--- src/rtl/gray_ptr_sync.sv ---
// Multi-stage synchroniser for a Gray-coded FIFO pointer crossing into clk.
// Outputs the pointer in Gray and binary form, with step size and a multi-bit-transition error monitor.
module gray_ptr_sync #(
  parameter int PTR_WIDTH = 4,
  parameter int STAGES    = 2,
  parameter int ERR_CNT_W = 8
) (
  input  logic                 clk,
  input  logic                 rst_n,
  input  logic [PTR_WIDTH:0]   d_gray,
  input  logic                 err_clr,
  output logic [PTR_WIDTH:0]   q_gray,
  output logic [PTR_WIDTH:0]   q_bin,
  output logic                 q_valid,
  output logic                 ptr_changed,
  output logic [PTR_WIDTH:0]   delta,
  output logic                 gray_err,
  output logic [ERR_CNT_W-1:0] err_cnt
);

  localparam int W = PTR_WIDTH + 1;
  localparam logic [2:0] WARM_LAST = 3'(STAGES);

  generate
    if (STAGES < 2 || STAGES > 4) begin : g_bad_stages
      $error("gray_ptr_sync: STAGES must be in 2..4");
    end
  endgenerate

  function automatic logic [W-1:0] gray2bin(input logic [W-1:0] g);
    logic [W-1:0] b;
    b[W-1] = g[W-1];
    for (int i = W - 2; i >= 0; i--) begin
      b[i] = b[i+1] ^ g[i];
    end
    return b;
  endfunction

  // Chain packed flat: stage 0 in the low W bits, last stage in the top W bits.
  logic [STAGES*W-1:0]  r_sync;
  logic [W-1:0]         r_q_gray;
  logic [W-1:0]         r_q_bin;
  logic                 r_q_valid;
  logic                 r_ptr_changed;
  logic [W-1:0]         r_delta;
  logic                 r_gray_err;
  logic [ERR_CNT_W-1:0] r_err_cnt;
  logic [2:0]           r_warm_cnt;

  logic [W-1:0] w_s;
  logic [W-1:0] w_s_bin;
  logic [W-1:0] w_diff;
  logic         w_moved;
  logic         w_illegal;

  assign w_s     = r_sync[STAGES*W-1 -: W];
  assign w_s_bin = gray2bin(w_s);
  assign w_diff  = w_s ^ r_q_gray;
  assign w_moved = r_q_valid && (w_diff != '0);
  // More than one bit set <=> clearing the lowest set bit leaves something behind.
  assign w_illegal = r_q_valid && ((w_diff & (w_diff - W'(1))) != '0);

  always_ff @(posedge clk) begin
    if (!rst_n) begin
      r_sync        <= '0;
      r_q_gray      <= '0;
      r_q_bin       <= '0;
      r_q_valid     <= 1'b0;
      r_ptr_changed <= 1'b0;
      r_delta       <= '0;
      r_gray_err    <= 1'b0;
      r_err_cnt     <= '0;
      r_warm_cnt    <= '0;
    end else begin
      r_sync        <= {r_sync[(STAGES-1)*W-1:0], d_gray};
      r_q_gray      <= w_s;
      r_q_bin       <= w_s_bin;
      r_ptr_changed <= w_moved;
      r_delta       <= w_moved ? (w_s_bin - r_q_bin) : '0;

      if (!r_q_valid) begin
        if (r_warm_cnt == WARM_LAST) begin
          r_q_valid <= 1'b1;
        end else begin
          r_warm_cnt <= r_warm_cnt + 3'd1;
        end
      end

      // A fresh error outranks a simultaneous clear.
      if (w_illegal) begin
        r_gray_err <= 1'b1;
        if (err_clr) begin
          r_err_cnt <= ERR_CNT_W'(1);
        end else if (!(&r_err_cnt)) begin
          r_err_cnt <= r_err_cnt + ERR_CNT_W'(1);
        end
      end else if (err_clr) begin
        r_gray_err <= 1'b0;
        r_err_cnt  <= '0;
      end
    end
  end

  assign q_gray      = r_q_gray;
  assign q_bin       = r_q_bin;
  assign q_valid     = r_q_valid;
  assign ptr_changed = r_ptr_changed;
  assign delta       = r_delta;
  assign gray_err    = r_gray_err;
  assign err_cnt     = r_err_cnt;

endmodule

--- config.mk ---
export PLATFORM = sky130hd
export DESIGN_NAME = gray_ptr_sync
export DESIGN_NICKNAME = d
export VERILOG_FILES = /design/src/rtl/gray_ptr_sync.sv
export SDC_FILE = /design/constraint.sdc
export NUM_CORES = 1
export LEC_CHECK = 0
export CELL_PAD_IN_SITES_DETAIL_PLACEMENT = 1
export CELL_PAD_IN_SITES_GLOBAL_PLACEMENT = 2
export CORE_ASPECT_RATIO = 0.7
export CORE_MARGIN = 5
export CORE_UTILIZATION = 32
export DETAILED_ROUTE_END_ITERATION = 10
export GPL_TIMING_DRIVEN = 0
export HOLD_SLACK_MARGIN = 0.03
export PLACE_DENSITY = 0.93
export SYNTH_ARGS = -nofsm -noshare
export SYNTH_HDL_FRONTEND = slang
export SYNTH_SLANG_ARGS = --single-unit
--- constraint.sdc ---
create_clock -name clk -period 6.24 [get_ports clk]
set_input_delay 1.248 -clock clk [delete_from_list [all_inputs] [get_ports clk]]
set_output_delay 1.248 -clock clk [all_outputs]
set_load 0.01 [all_outputs]
Word level (Yosys, flattened, before mapping)
Cells that the tools add are included.
{"block": "word_totals", "in_bits": 8, "elab_cells": 40, "register_bits": 39, "out_inout_bits": 26}
{"block": "classes", "n_addsub": 4, "n_mux": 8, "eq_ne": 2, "reduce_logical": 9, "n_bitwise": 8}
{"op": "8-bit two-way mux", "n": 4}
{"op": "5-bit nonzero test", "n": 2}
{"op": "8-bit by 1-bit adder with 8-bit output (second input constant)", "n": 1}
{"op": "8-bit AND reduction", "n": 1}
{"op": "2-bit AND reduction", "n": 3}
{"op": "5-bit bitwise AND", "n": 1}
{"op": "5-bit by 1-bit subtractor with 5-bit output (second input constant)", "n": 1}
{"op": "5-bit subtractor", "n": 1}
{"op": "5-bit XOR", "n": 1}
{"op": "1-bit two-way mux", "n": 4}
{"op": "1-bit XOR", "n": 4}
{"op": "3-bit by 1-bit adder with 3-bit output (second input constant)", "n": 1}
{"op": "3-bit by 2-bit == test with 1-bit output (second input constant)", "n": 1}
{"op": "1-bit logical AND", "n": 2}
{"op": "2-bit != test (second input constant)", "n": 1}
{"op": "1-bit inverter", "n": 2}
{"op": "2-bit nonzero test", "n": 1}

Logic depth before layout (Yosys ltp)
Gate-level depths: netlist of run 1.
{"block": "depth", "word_depth": 7, "mapped_depth": 11}

Worst setup path after synthesis of run 1
No wires, ideal clock.
{"block": "synth_timing", "path_kind": "reg-to-reg", "startpoint": "register r_sync[9]", "endpoint": "register r_delta[4], in the netlist delta[4]", "required_ps": 6111, "setup_time_ps": 129, "stages_incl_launch_ff": 12, "t_arrival_ps": 2347, "synth_period_minus_slack_ps": 2476, "path_buffers": 0, "path_slack_ps": 3764, "path_cell_list": "dfxtp_1 xor2_1 xor2_1 xnor2_1 xor2_1 ha_1 inv_1 fa_1 a21o_1 a21oi_1 xor2_1 nor2_1"}
{"block": "synth_between", "elab_chain_len": 5, "word_cells_on_any_way": 9, "classes_between": "add/sub: 1; bitwise: 5; reduce/logical: 3"}
{"element": "from (decl)", "line": "40", "source": "logic [STAGES*W-1:0] r_sync;"}
{"element": "from (signal assigned)", "line": "75", "source": "r_sync <= {r_sync[(STAGES-1)*W-1:0], d_gray};"}
{"element": "1-bit XOR *", "line": "34", "source": "b[i] = b[i+1] ^ g[i];"}
{"element": "net w_s_bin[3]", "line": "51", "source": "logic [W-1:0] w_s_bin;"}
{"element": "1-bit XOR *", "line": "34"}
{"element": "net w_s_bin[2]", "line": "51"}
{"element": "1-bit XOR (2 in a row)", "line": "34"}
{"element": "5-bit subtractor *", "line": "79", "source": "r_delta <= w_moved ? (w_s_bin - r_q_bin) : '0;"}
{"element": "to (signal assigned)", "line": "79"}
{"element": "to (decl)", "line": "45", "source": "logic [W-1:0] r_delta;"}
Mark *: on every way through the listed nets, which the timed path passes. The rest lies on a longest branch.
A chain may end at the register's enable or synchronous reset.

Worst setup path after layout of run 1
{"block": "layout_timing", "startpoint": "register r_sync[8]", "endpoint": "register r_delta[4], in the netlist delta[4]"}
Same word-level chain as after synthesis.

==> results.py, run 1 <==
metrics = {
    "route": {
        "via_per_inst": 4.62,
        "wl_um": 3210,
        "drt-wirelength-per-cell_um": 12.5,
        "ant_nets": 0,
        "dr.pass1.iters": 3,
        "drc": 0,
        "drtIter0Drc": 27,
        "vias": 1188,
    },
    "synthesis": {
        "ys_types": 35,
        "synth_fp_nets": 175,
        "ys_ff_latch": 38,
        "yosysSeqAreaShare_pct": 49.1,
        "synth_area_per_cell_um2": 9.75,
        "netlist_instances": 159,
        "yosysWarningCount": 0,
        "synth_ff_type": "dfxtp_1",
        "synth_edf_count": 0,
        "synth_area_um2": 1550,
        "synthArstFlopShare_pct": 0,
    },
    "cts": {
        "cts_resized": 0,
        "insertion_delay_ns": 0.29,
        "htree_levels": 2,
        "cts.sinks": 38,
        "cts_made_buffers": 5,
        "postCtsHoldBufs": 0,
        "clk_pin_slew_ns": 0.08,
        "clk_path_buf_depth": 2,
        "cts_setup_buffers": 0,
        "root_buffer": "clkbuf_8",
        "cts_tree": "yes",
    },
    "sta": {
        "rsz0062_at_grt": "false",
        "worstMarginPinSlew_ns": 0.486,
        "max_slew_margin_pct": 67.4,
        "hold_viol": 0,
        "finalCriticalPeriod_ns": 2.80,
        "finalSetupTns_ns": 0,
        "fmaxAchievable_ghz": 0.357,
        "setup_viol": 0,
        "fin_skew_ns": 0.00465,
        "timing.final.crit_share_pct": 44.9,
        "slew_violations": 0,
    },
    "placement": {
        "hpwlAfterDp_um": 2470,
        "post-place-cells": 249,
        "portBuffers": 33,
        "place_congestion": 0.776,
    },
    "worst_hold_path": {
        "min_to": "r_sync[6]$_SDFF_PN0_",
        "min_path_cells": 1,
        "hold_path.class": "flip-flop to flip-flop",
        "worstHoldStart": "r_sync[1]$_SDFF_PN0_",
    },
    "final_layout": {
        "final_common_cell": "dfxtp_1",
        "layout_common_cells": "dfxtp_1 (38), clkdlybuf4s50_1 (33), and2_1 (18)",
        "insertedDiodeCount": 0,
        "layout.cells.non_filler": 257,
        "nFillCells": 538,
        "area_delta_synth_final_pct": 33.3,
        "final_nets": 215,
        "drive_above_1_share_pct": 7.50,
    },
    "global_route": {
        "grt_overflow": 0,
        "grt_usage_pct": 11.0,
        "grt_start_max_net_pins": 14,
        "grt_pass1_vias": 1178,
        "grt_first_pass_wirelength_um": 5370,
        "antenna_found_initial": 0,
    },
    "setup_path": {
        "cp_common_cell": "xor2_1",
        "cp_slowest_stage_delay_ns": 0.40,
        "r2r_slack_ns": 3.44,
        "cp_data_arrival_time_ns": 2.96,
        "end_kind": "flip-flop",
        "rr_endpoint": "delta[4]$_SDFF_PN0_",
        "cp.required_ns": 6.40,
        "r2r_start": "r_sync[8]$_SDFF_PN0_",
        "path_class": "flip-flop to flip-flop",
        "cp_cell_sequence": "xor2_1 > xor2_1 > xnor2_1 > xor2_1 > ha_1 > inv_1 > fa_1 > a21o_1 > a21oi_1 > xor2_1 > nor2_1",
        "r2r_cells": 11,
        "critPathMaxFanout": 3,
        "start_kind": "flip-flop",
        "critPathLaunch": "r_sync[8]$_SDFF_PN0_",
        "cpMaxStageDelayCell": "fa_1",
    },
    "floorplanning": {
        "rows": 21,
        "die-width_um": 93.2,
        "die_h_um": 68.2,
        "design.die.area_um2": 6360,
        "io_pins": 34,
        "start_util_pct": 32.8,
        "core_um2": 4730,
    },
    "pwr": {
        "peakVddDrop_mv": 0.0895,
        "power.leakage_uw": 0.000775,
        "power_density_nw_per_um2": 283,
    },
    "flow_run": {
        "max-cap-violations": 0,
    },
    "status": {
        "status": "complete, no violations",
    },
}
## stage by stage
| step | hold slack (ns) | total power [uW] | utilization [%] | setup slack, ns | area [um2] |
|---|---|---|---|---|---|
| 3_5_place_dp | 0.425 | 383 | 41.3 | 3.39 | 1950 |
| 2_1_floorplan | 0.412 | 346 | - | 3.76 | 1550 |
| 3_3_place_gp | 0.414 | 381 | 41.3 | 3.44 | 1950 |
| 4_1_cts | 0.444 | 593 | 43.7 | 3.38 | 2070 |
| 5_1_grt | 0.464 | 617 | 43.7 | 3.17 | 2070 |
| 6_report | 0.443 | 584 | 43.7 | 3.44 | 2070 |
## area by class of cell
class | instances | area (um2) | share of cell area (%)
repair buffers | 33 | 330 | 16.0
multi-input cells | 107 | 726 | 35.1
clock inverters | 3 | 45.0 | 2.18
flip-flops and latches | 38 | 761 | 36.8
well taps | 57 | 71.3 | 3.45
clock buffers | 5 | 68.8 | 3.33
plain buffers | 4 | 26.3 | 1.27
inverters | 10 | 37.5 | 1.82
## how the worst max path moves through the flow
stage	cells after the start	to	slack (ns)
finish	11	delta[4]$_SDFF_PN0_	3.44
global route	11	delta[4]$_SDFF_PN0_	3.17
CTS	11	delta[4]$_SDFF_PN0_	3.38
detailed placement	11	delta[4]$_SDFF_PN0_	3.39
global placement	11	delta[4]$_SDFF_PN0_	3.44
floorplan	11	delta[4]$_SDFF_PN0_	3.76
## synthesized netlist by cell type (2+ instances only)
cell type	count	share of area (%)
dfxtp_1	38	49
and2_1	18	7.3
nor2_1	15	3.6
a21oi_1	12	3.9
inv_1	9	2.2
xnor2_1	8	4.5
ha_1	7	5.6
nand2_1	6	1.5
xor2_1	5	2.8
nand3_1	4	1.3
o21ai_0	4	1.3
o31ai_1	3	1.5
a211oi_1	2	0.97
a21o_1	2	0.97
clkbuf_1	2	0.48
nand2b_1	2	0.81
nor2b_1	2	0.81
o211ai_1	2	0.97
or4_1	2	0.97
## kinds of logic after synthesis
| group | Yosys count | synth area share, % |
|---|---|---|
| simple gates | 55 | 18.7 |
| flops | 38 | 49.1 |
| compound gates | 31 | 13.8 |
| buf+inv | 14 | 4.12 |
| xor+xnor | 13 | 7.34 |
| fa+ha+maj | 8 | 6.94 |
## state kept, by name, summed over array words and instances (netlist names)
signal and flops:
q_bin 4, ptr_changed 1, q_gray 5, delta 5
gray_err 1, err_cnt 8, q_valid 1, r_sync 10
r_warm_cnt 3
## layer usage
metal  GRT usage (%)  share of wire (%)  vias to the layer above
met3            4.51                5.0                        4
met2            17.0                 43                       21
li1                -                  -                      617
met4            3.84                1.1                        0
met5               0                  0                        -
met1            13.9                 51                      546
## power breakdown
| group | internal, uW | switching (uW) |
|---|---|---|
| registers | 260 | 13.6 |
| logic | 52.4 | 49.5 |
| clock network | 119 | 89.3 |
| total | 432 | 152 |
## critical path, delay by kind of cell, from the launching register on
| family | cells | cell delay (ns) |
|---|---|---|
| flops | 1 | 0.39 |
| simple gates | 1 | 0.07 |
| xor+xnor | 5 | 1.21 |
| fa+ha+maj | 2 | 0.58 |
| compound gates | 2 | 0.36 |
| buf+inv | 1 | 0.06 |
Note: power is estimated with default switching activity, not from simulation.
==> inputs of run 2 (changes only) <==
CORE_UTILIZATION = 30   (was 32)
PLACE_DENSITY = 0.88   (was 0.93)
clock period = 2.67 ns   (was 6.24 ns; I/O delays follow)
==> run 2 against run 1 <==
  * Clock power rose by 83%
  * Core utilization rose by 0.18 points
  * Critical path type unchanged
  * Critical path depth did not move
  * First-iteration DRC count rose by 26%
  * Largest power group unchanged
  * Via count rose by 1.1%
  * Sequential cell count did not move
  * Final cell count rose by 6.6%
  * Sequential share of layout area fell by 0.98 points
==> results.py, run 2 (synthesized netlist as in run 1, its figures left out) <==
metrics = {
    "status": {
        "status": "complete, no violations",
    },
    "final_layout": {
        "regMostFlops": "r_sync",
        "finish.instance_area_um2": 2140,
        "final_nets": 222,
        "area_delta_synth_final_pct": 38.3,
        "drive_above_1_share_pct": 12.2,
        "final_common_cell": "dfxtp_1",
        "largest_reg_flops": 10,
        "layout_common_cells": "dfxtp_1 (36), clkdlybuf4s50_1 (33), and2_1 (18)",
        "insertedDiodeCount": 0,
    },
    "cts": {
        "clk_pin_slew_ns": 0.07,
        "root_buffer": "clkbuf_8",
        "insertion_delay_ns": 0.28,
        "cts_made_buffers": 5,
        "cts.sinks": 38,
        "postCtsHoldBufs": 0,
        "htree_levels": 2,
        "clk_path_buf_depth": 2,
        "cts_tree": "yes",
    },
    "sta": {
        "fin_skew_ns": 0.00824,
        "finalCriticalPeriod_ns": 2.51,
        "slew_violations": 0,
        "worstMarginPinSlew_ns": 0.468,
        "final.setup.worst_slack_ns": 0.157,
        "max_slew_margin_pct": 68.7,
        "timing.final.crit_share_pct": 94.1,
        "fmaxAchievable_ghz": 0.398,
        "finalSetupTns_ns": 0,
        "setup_viol": 0,
        "hold_viol": 0,
    },
    "placement": {
        "hpwlAfterDp_um": 2540,
        "portBuffers": 33,
        "place_congestion": 0.758,
        "place_area_um2": 1970,
        "dp_slack_ns": -0.110,
    },
    "global_route": {
        "antenna_found_initial": 0,
        "grt_overflow": 0,
        "grt_first_pass_wirelength_um": 5690,
        "grt_usage_pct": 10.8,
        "grt_start_max_net_pins": 11,
        "grt_pass1_vias": 1255,
    },
    "floorplanning": {
        "rows": 21,
        "core_um2": 4890,
        "die_h_um": 70.1,
        "design.die.area_um2": 6730,
        "io_pins": 34,
        "die-width_um": 95.9,
        "start_util_pct": 31.7,
    },
    "route": {
        "drtIter0Drc": 34,
        "drc": 0,
        "vias": 1201,
        "drt-wirelength-per-cell_um": 12.1,
        "wl_um": 3310,
        "dr.pass1.iters": 2,
        "ant_nets": 0,
        "via_per_inst": 4.38,
    },
    "pwr": {
        "switching_share_pct": 26.3,
        "peakVddDrop_mv": 0.209,
        "power.internal_uw": 955,
        "power_density_nw_per_um2": 604,
        "p_seq_share_pct": 49.5,
        "power_frac_comb_pct": 21.2,
        "power.leakage_uw": 0.000808,
        "p_switching_uw": 340,
        "clockPowerShare_pct": 29.3,
    },
    "setup_path": {
        "end_kind": "flip-flop",
        "cp.required_ns": 2.83,
        "cp_data_arrival_time_ns": 2.67,
        "start_kind": "flip-flop",
        "critPathMaxFanout": 3,
        "path_class": "flip-flop to flip-flop",
    },
    "flow_run": {
        "max-cap-violations": 0,
    },
    "worst_hold_path": {
        "hold_path.class": "flip-flop to flip-flop",
    },
}
[run 2: cell types whose count changed in the layout (fill, tap and decap cells not counted), sizes merged]
cell,change
buf,+7
clkbuf,+1
clkinvlp,-2
bufinv,-1
[run 2: routing by layer]
metal  vias to the layer above  wire [um]  global-route usage, %
li1                        627          -                      -
met1                       549       1710                   14.2
met2                        21       1410                   16.2
met3                         4        158                   4.29
met4                         0         27                   2.84
met5                         -          0                      0
[run 2: what timing repair did]
action,in CTS,in global routing
endpoints found under the setup margin,1,1
setup buffers,6,1
pin swaps,2,3
gates resized for setup,3,5
[run 2: cell type report]
type | count | area (um2)
fillers | 578 | 2740
flip-flops and latches | 38 | 768
multi-input cells | 107 | 759
repair buffers | 40 | 383
well taps | 69 | 86.3
clock buffers | 6 | 82.6
inverters | 10 | 37.5
plain buffers | 4 | 26.3
[run 2: power groups by stage]
| stage | Clock [uW] | Sequential [uW] | Combinational, uW |
|---|---|---|---|
| finish | 380 | 641 | 275 |
| global route | 419 | 649 | 307 |
| CTS | 394 | 642 | 272 |
| detailed placement | 0 | 654 | 245 |
| global placement | 0 | 653 | 238 |
| floorplan | 0 | 657 | 151 |
[run 2: path summary, 6_finish.rpt]
check	start	endpoint	slack [ns]	cells past startpoint
worst max-delay path	r_sync[9]$_SDFF_PN0_	delta[4]$_SDFF_PN0_	0.16	11
worst min-delay path	r_sync[1]$_SDFF_PN0_	r_sync[6]$_SDFF_PN0_	0.43	1
worst max register to register	r_sync[9]$_SDFF_PN0_	delta[4]$_SDFF_PN0_	0.16	11
worst min register to register	r_sync[1]$_SDFF_PN0_	r_sync[6]$_SDFF_PN0_	0.43	1
[run 2: worst max-delay path, stage by stage, from the launching register on]
cell	delay [ns]
dfxtp_4	0.37
xor2_4	0.20
xor2_2	0.22
xnor2_2	0.16
xor2_1	0.22
ha_1	0.18
inv_1	0.06
fa_1	0.39
a21o_1	0.21
a21oi_1	0.17
xor2_1	0.16
nor2_1	0.05
[run 2: stage by stage]
step	instances	utilization, %	total power, uW	hold slack [ns]
after floorplan	159	-	808	0.412
after global placement	261	40.2	891	0.414
after detailed placement	261	40.2	899	0.421
after CTS	273	43.3	1310	0.437
after global routing	274	43.9	1380	0.468
final	274	43.9	1300	0.434
==> inputs of run 3 (changes only) <==
ABC_AREA = 1   (was not set)
CAP_MARGIN = 20   (was not set)
CORE_UTILIZATION = 28   (was 30)
==> run 3 against run 2 <==
  * Sequential cell count did not move
  * Final area up 5.0%
  * Wire length rose by 19%
  * Clock power grew 8.4%
  * First-iteration DRC count rose by 26%
  * Setup slack better by 0.12 ns
  * Non-clock buffer count fell by 7
  * Sequential share of layout area is 2.0 points lower
  * Core utilization decreased by 5.3 points
  * Clock-buffer cell count grew 1
  * Hold slack lost 0.017 ns
  * Die area rose by 17%
  * Critical path type unchanged
  * Critical endpoint unchanged
  * Highest routed layer unchanged
==> results.py, run 3 <==
metrics = {
    "final_layout": {
        "area_delta_synth_final_pct": 30.4,
        "final_common_cell": "nand2_1",
        "final_nets": 287,
        "largest_reg_flops": 10,
        "layout_common_cells": "nand2_1 (55), inv_1 (47), dfxtp_1 (38)",
        "insertedDiodeCount": 0,
        "nFillCells": 723,
        "drive_above_1_share_pct": 7.35,
        "utilization_pct": 38.5,
        "regMostFlops": "r_sync",
    },
    "global_route": {
        "grt_first_pass_wirelength_um": 6870,
        "grt_start_max_net_pins": 12,
        "antenna_found_initial": 0,
        "grt_usage_pct": 11.1,
        "grt_pass1_vias": 1443,
        "grt_overflow": 0,
    },
    "synthesis": {
        "synthArstFlopShare_pct": 0,
        "ys_ff_latch": 38,
        "synth_fp_nets": 248,
        "synth_area_um2": 1730,
        "yosysMostFrequentCell": "nand2_1",
        "synthTopCellsByArea": "dfxtp_1 (44%), nand2_1 (12%), inv_1 (10%)",
        "ys_top_cells_by_count": "nand2_1 (55), inv_1 (47), dfxtp_1 (38)",
        "synth_area_per_cell_um2": 7.44,
        "synth_top_area_share_pct": 44.1,
        "synth_xor_area_share_pct": 4.93,
        "netlist_instances": 232,
        "yosysWarningCount": 0,
        "synth_simple_gate_area_share_pct": 25.9,
        "synth_mux_area_share_pct": 0,
        "ys_types": 26,
        "synthAdderAreaFrac_pct": 6.23,
        "synth.largest_area_cell": "dfxtp_1",
        "synth_ff_type": "dfxtp_1",
        "synth_top_family_by_area": "simple AND/OR/NAND/NOR gates",
        "synth_edf_count": 0,
        "synth-compound-area-share_pct": 6.81,
        "yosysSeqAreaShare_pct": 44.1,
    },
    "floorplanning": {
        "rows": 23,
        "core_um2": 5840,
        "start_util_pct": 29.6,
        "die_h_um": 75.7,
        "io_pins": 34,
        "design.die.area_um2": 7860,
        "die-width_um": 104,
    },
    "cts": {
        "cts_made_buffers": 5,
        "postCtsHoldBufs": 0,
        "clk_path_buf_depth": 2,
        "root_buffer": "clkbuf_8",
        "cts_tree": "yes",
        "insertion_delay_ns": 0.29,
        "cts.sinks": 38,
        "htree_levels": 2,
        "clk_pin_slew_ns": 0.07,
    },
    "flow_run": {
        "max-cap-violations": 0,
    },
    "route": {
        "drc": 0,
        "dr_wl_met2_um": 1770,
        "ant_nets": 0,
        "wl_met3_um": 221,
        "via_per_inst": 4.22,
        "wl_um": 3920,
        "vias": 1465,
        "routed.top_layer": "met4",
        "dr.pass1.iters": 4,
        "drt-wirelength-per-cell_um": 11.3,
        "drtIter0Drc": 43,
        "wl_met1_um": 1880,
    },
    "placement": {
        "portBuffers": 32,
        "hpwlAfterDp_um": 3060,
        "place_congestion": 0.776,
    },
    "setup_path": {
        "cp_data_arrival_time_ns": 2.57,
        "path_class": "flip-flop to flip-flop",
        "start_kind": "flip-flop",
        "critPathTopFamily": "XOR/XNOR gates",
        "cp_slowest_stage_delay_ns": 0.38,
        "cp_cell_sequence": "xnor2_2 > inv_1 > nand2_2 > nand2_4 > xor2_4 > xor2_2 > ha_1 > inv_1 > fa_1 > nand2_1 > inv_1 > o21ai_1 > nand2_1 > nand2_1 > a21oi_1",
        "critPathMaxFanout": 4,
        "end_kind": "flip-flop",
        "cp_num_buf_inv": 3,
        "cpMaxStageDelayCell": "fa_1",
        "cp.required_ns": 2.84,
    },
    "sta": {
        "slew_violations": 0,
        "fmaxAchievable_ghz": 0.417,
        "rsz0062_at_grt": "false",
        "max_slew_margin_pct": 65.8,
        "hold_viol": 0,
        "setup_viol": 0,
        "worstMarginPinSlew_ns": 0.513,
        "timing.final.crit_share_pct": 89.8,
        "finalCriticalPeriod_ns": 2.40,
        "finalSetupTns_ns": 0,
        "fin_skew_ns": 0.00399,
    },
    "status": {
        "status": "complete, no violations",
    },
    "pwr": {
        "p_switching_uw": 367,
        "clockPowerShare_pct": 32.1,
        "switching_share_pct": 28.6,
        "power.leakage_uw": 0.00103,
        "peakVddDrop_mv": 0.275,
        "power_density_nw_per_um2": 571,
        "power.internal_uw": 917,
        "power_frac_comb_pct": 17.8,
        "p_seq_share_pct": 50.1,
    },
    "worst_hold_path": {
        "hold_path.class": "flip-flop to flip-flop",
    },
}
run 3: worst paths after layout:
path | end | slack, ns | from | cells past startpoint
worst max register to register | delta[4]$_SDFF_PN0_ | 0.27 | r_sync[8]$_SDFF_PN0_ | 15
worst min-delay path | r_sync[8]$_SDFF_PN0_ | 0.42 | r_sync[3]$_SDFF_PN0_ | 2
worst min register to register | r_sync[8]$_SDFF_PN0_ | 0.42 | r_sync[3]$_SDFF_PN0_ | 2
worst max-delay path | delta[4]$_SDFF_PN0_ | 0.27 | r_sync[8]$_SDFF_PN0_ | 15
run 3: final cells by class:
type | count | area [um2] | share of cell area [%]
timing repair buffer | 32 | 320 | 14.2
multi-input combinational | 140 | 777 | 34.5
inverter | 49 | 184 | 8.17
clock buffer | 7 | 86.3 | 3.84
clock inverter | 1 | 5.00 | 0.222
tap | 75 | 93.8 | 4.17
buffer | 5 | 23.8 | 1.06
sequential | 38 | 761 | 33.8
run 3: power by group through the flow:
stage / logic [uW] / registers [uW] / clock network [uW]
3_5_place_dp: 229 / 658 / 0
3_3_place_gp: 224 / 656 / 0
5_1_grt: 262 / 652 / 458
6_report: 229 / 643 / 412
2_1_floorplan: 139 / 658 / 0
4_1_cts: 230 / 644 / 432
run 3: metal layers:
| layer | up-vias | track usage [%] |
|---|---|---|
| met5 | - | 0 |
| met4 | 0 | 4.74 |
| met2 | 26 | 18.3 |
| li1 | 777 | - |
| met3 | 5 | 4.40 |
| met1 | 657 | 13.1 |
run 3: kinds of logic (layout without fill, tap and decap cells):
| group | after synthesis | after routing |
|---|---|---|
| and+or+nand+nor | 102 | 102 |
| buffers and inverters | 54 | 94 |
| DFF | 38 | 38 |
| AOI/OAI and AO/OA | 22 | 22 |
| adders and majority gates | 8 | 8 |
| xor gates and xnor gates | 8 | 8 |
run 3: stage by stage:
step           worst slack (ns)  area, um2  power [uW]  instances  hold WS, ns
4_1_cts                  0.0694       2230        1310        347        0.423
2_1_floorplan             0.406       1730         797        232        0.390
5_1_grt                 0.00485       2250        1370        347        0.440
6_report                  0.273       2250        1280        347        0.418
3_5_place_dp             0.0912       2140         887        339        0.405
3_3_place_gp              0.131       2140         880        339        0.394
run 3: what timing repair did:
action,CTS,global route
gates resized for setup,0,3
endpoints found under the hold margin,0,0
setup buffers,0,0
setup endpoints to repair,0,1
run 3: worst min-delay path: stages, from the launching register on:
cell	delay, ns
dfxtp_1	0.31
nand2_1	0.05
inv_1	0.04
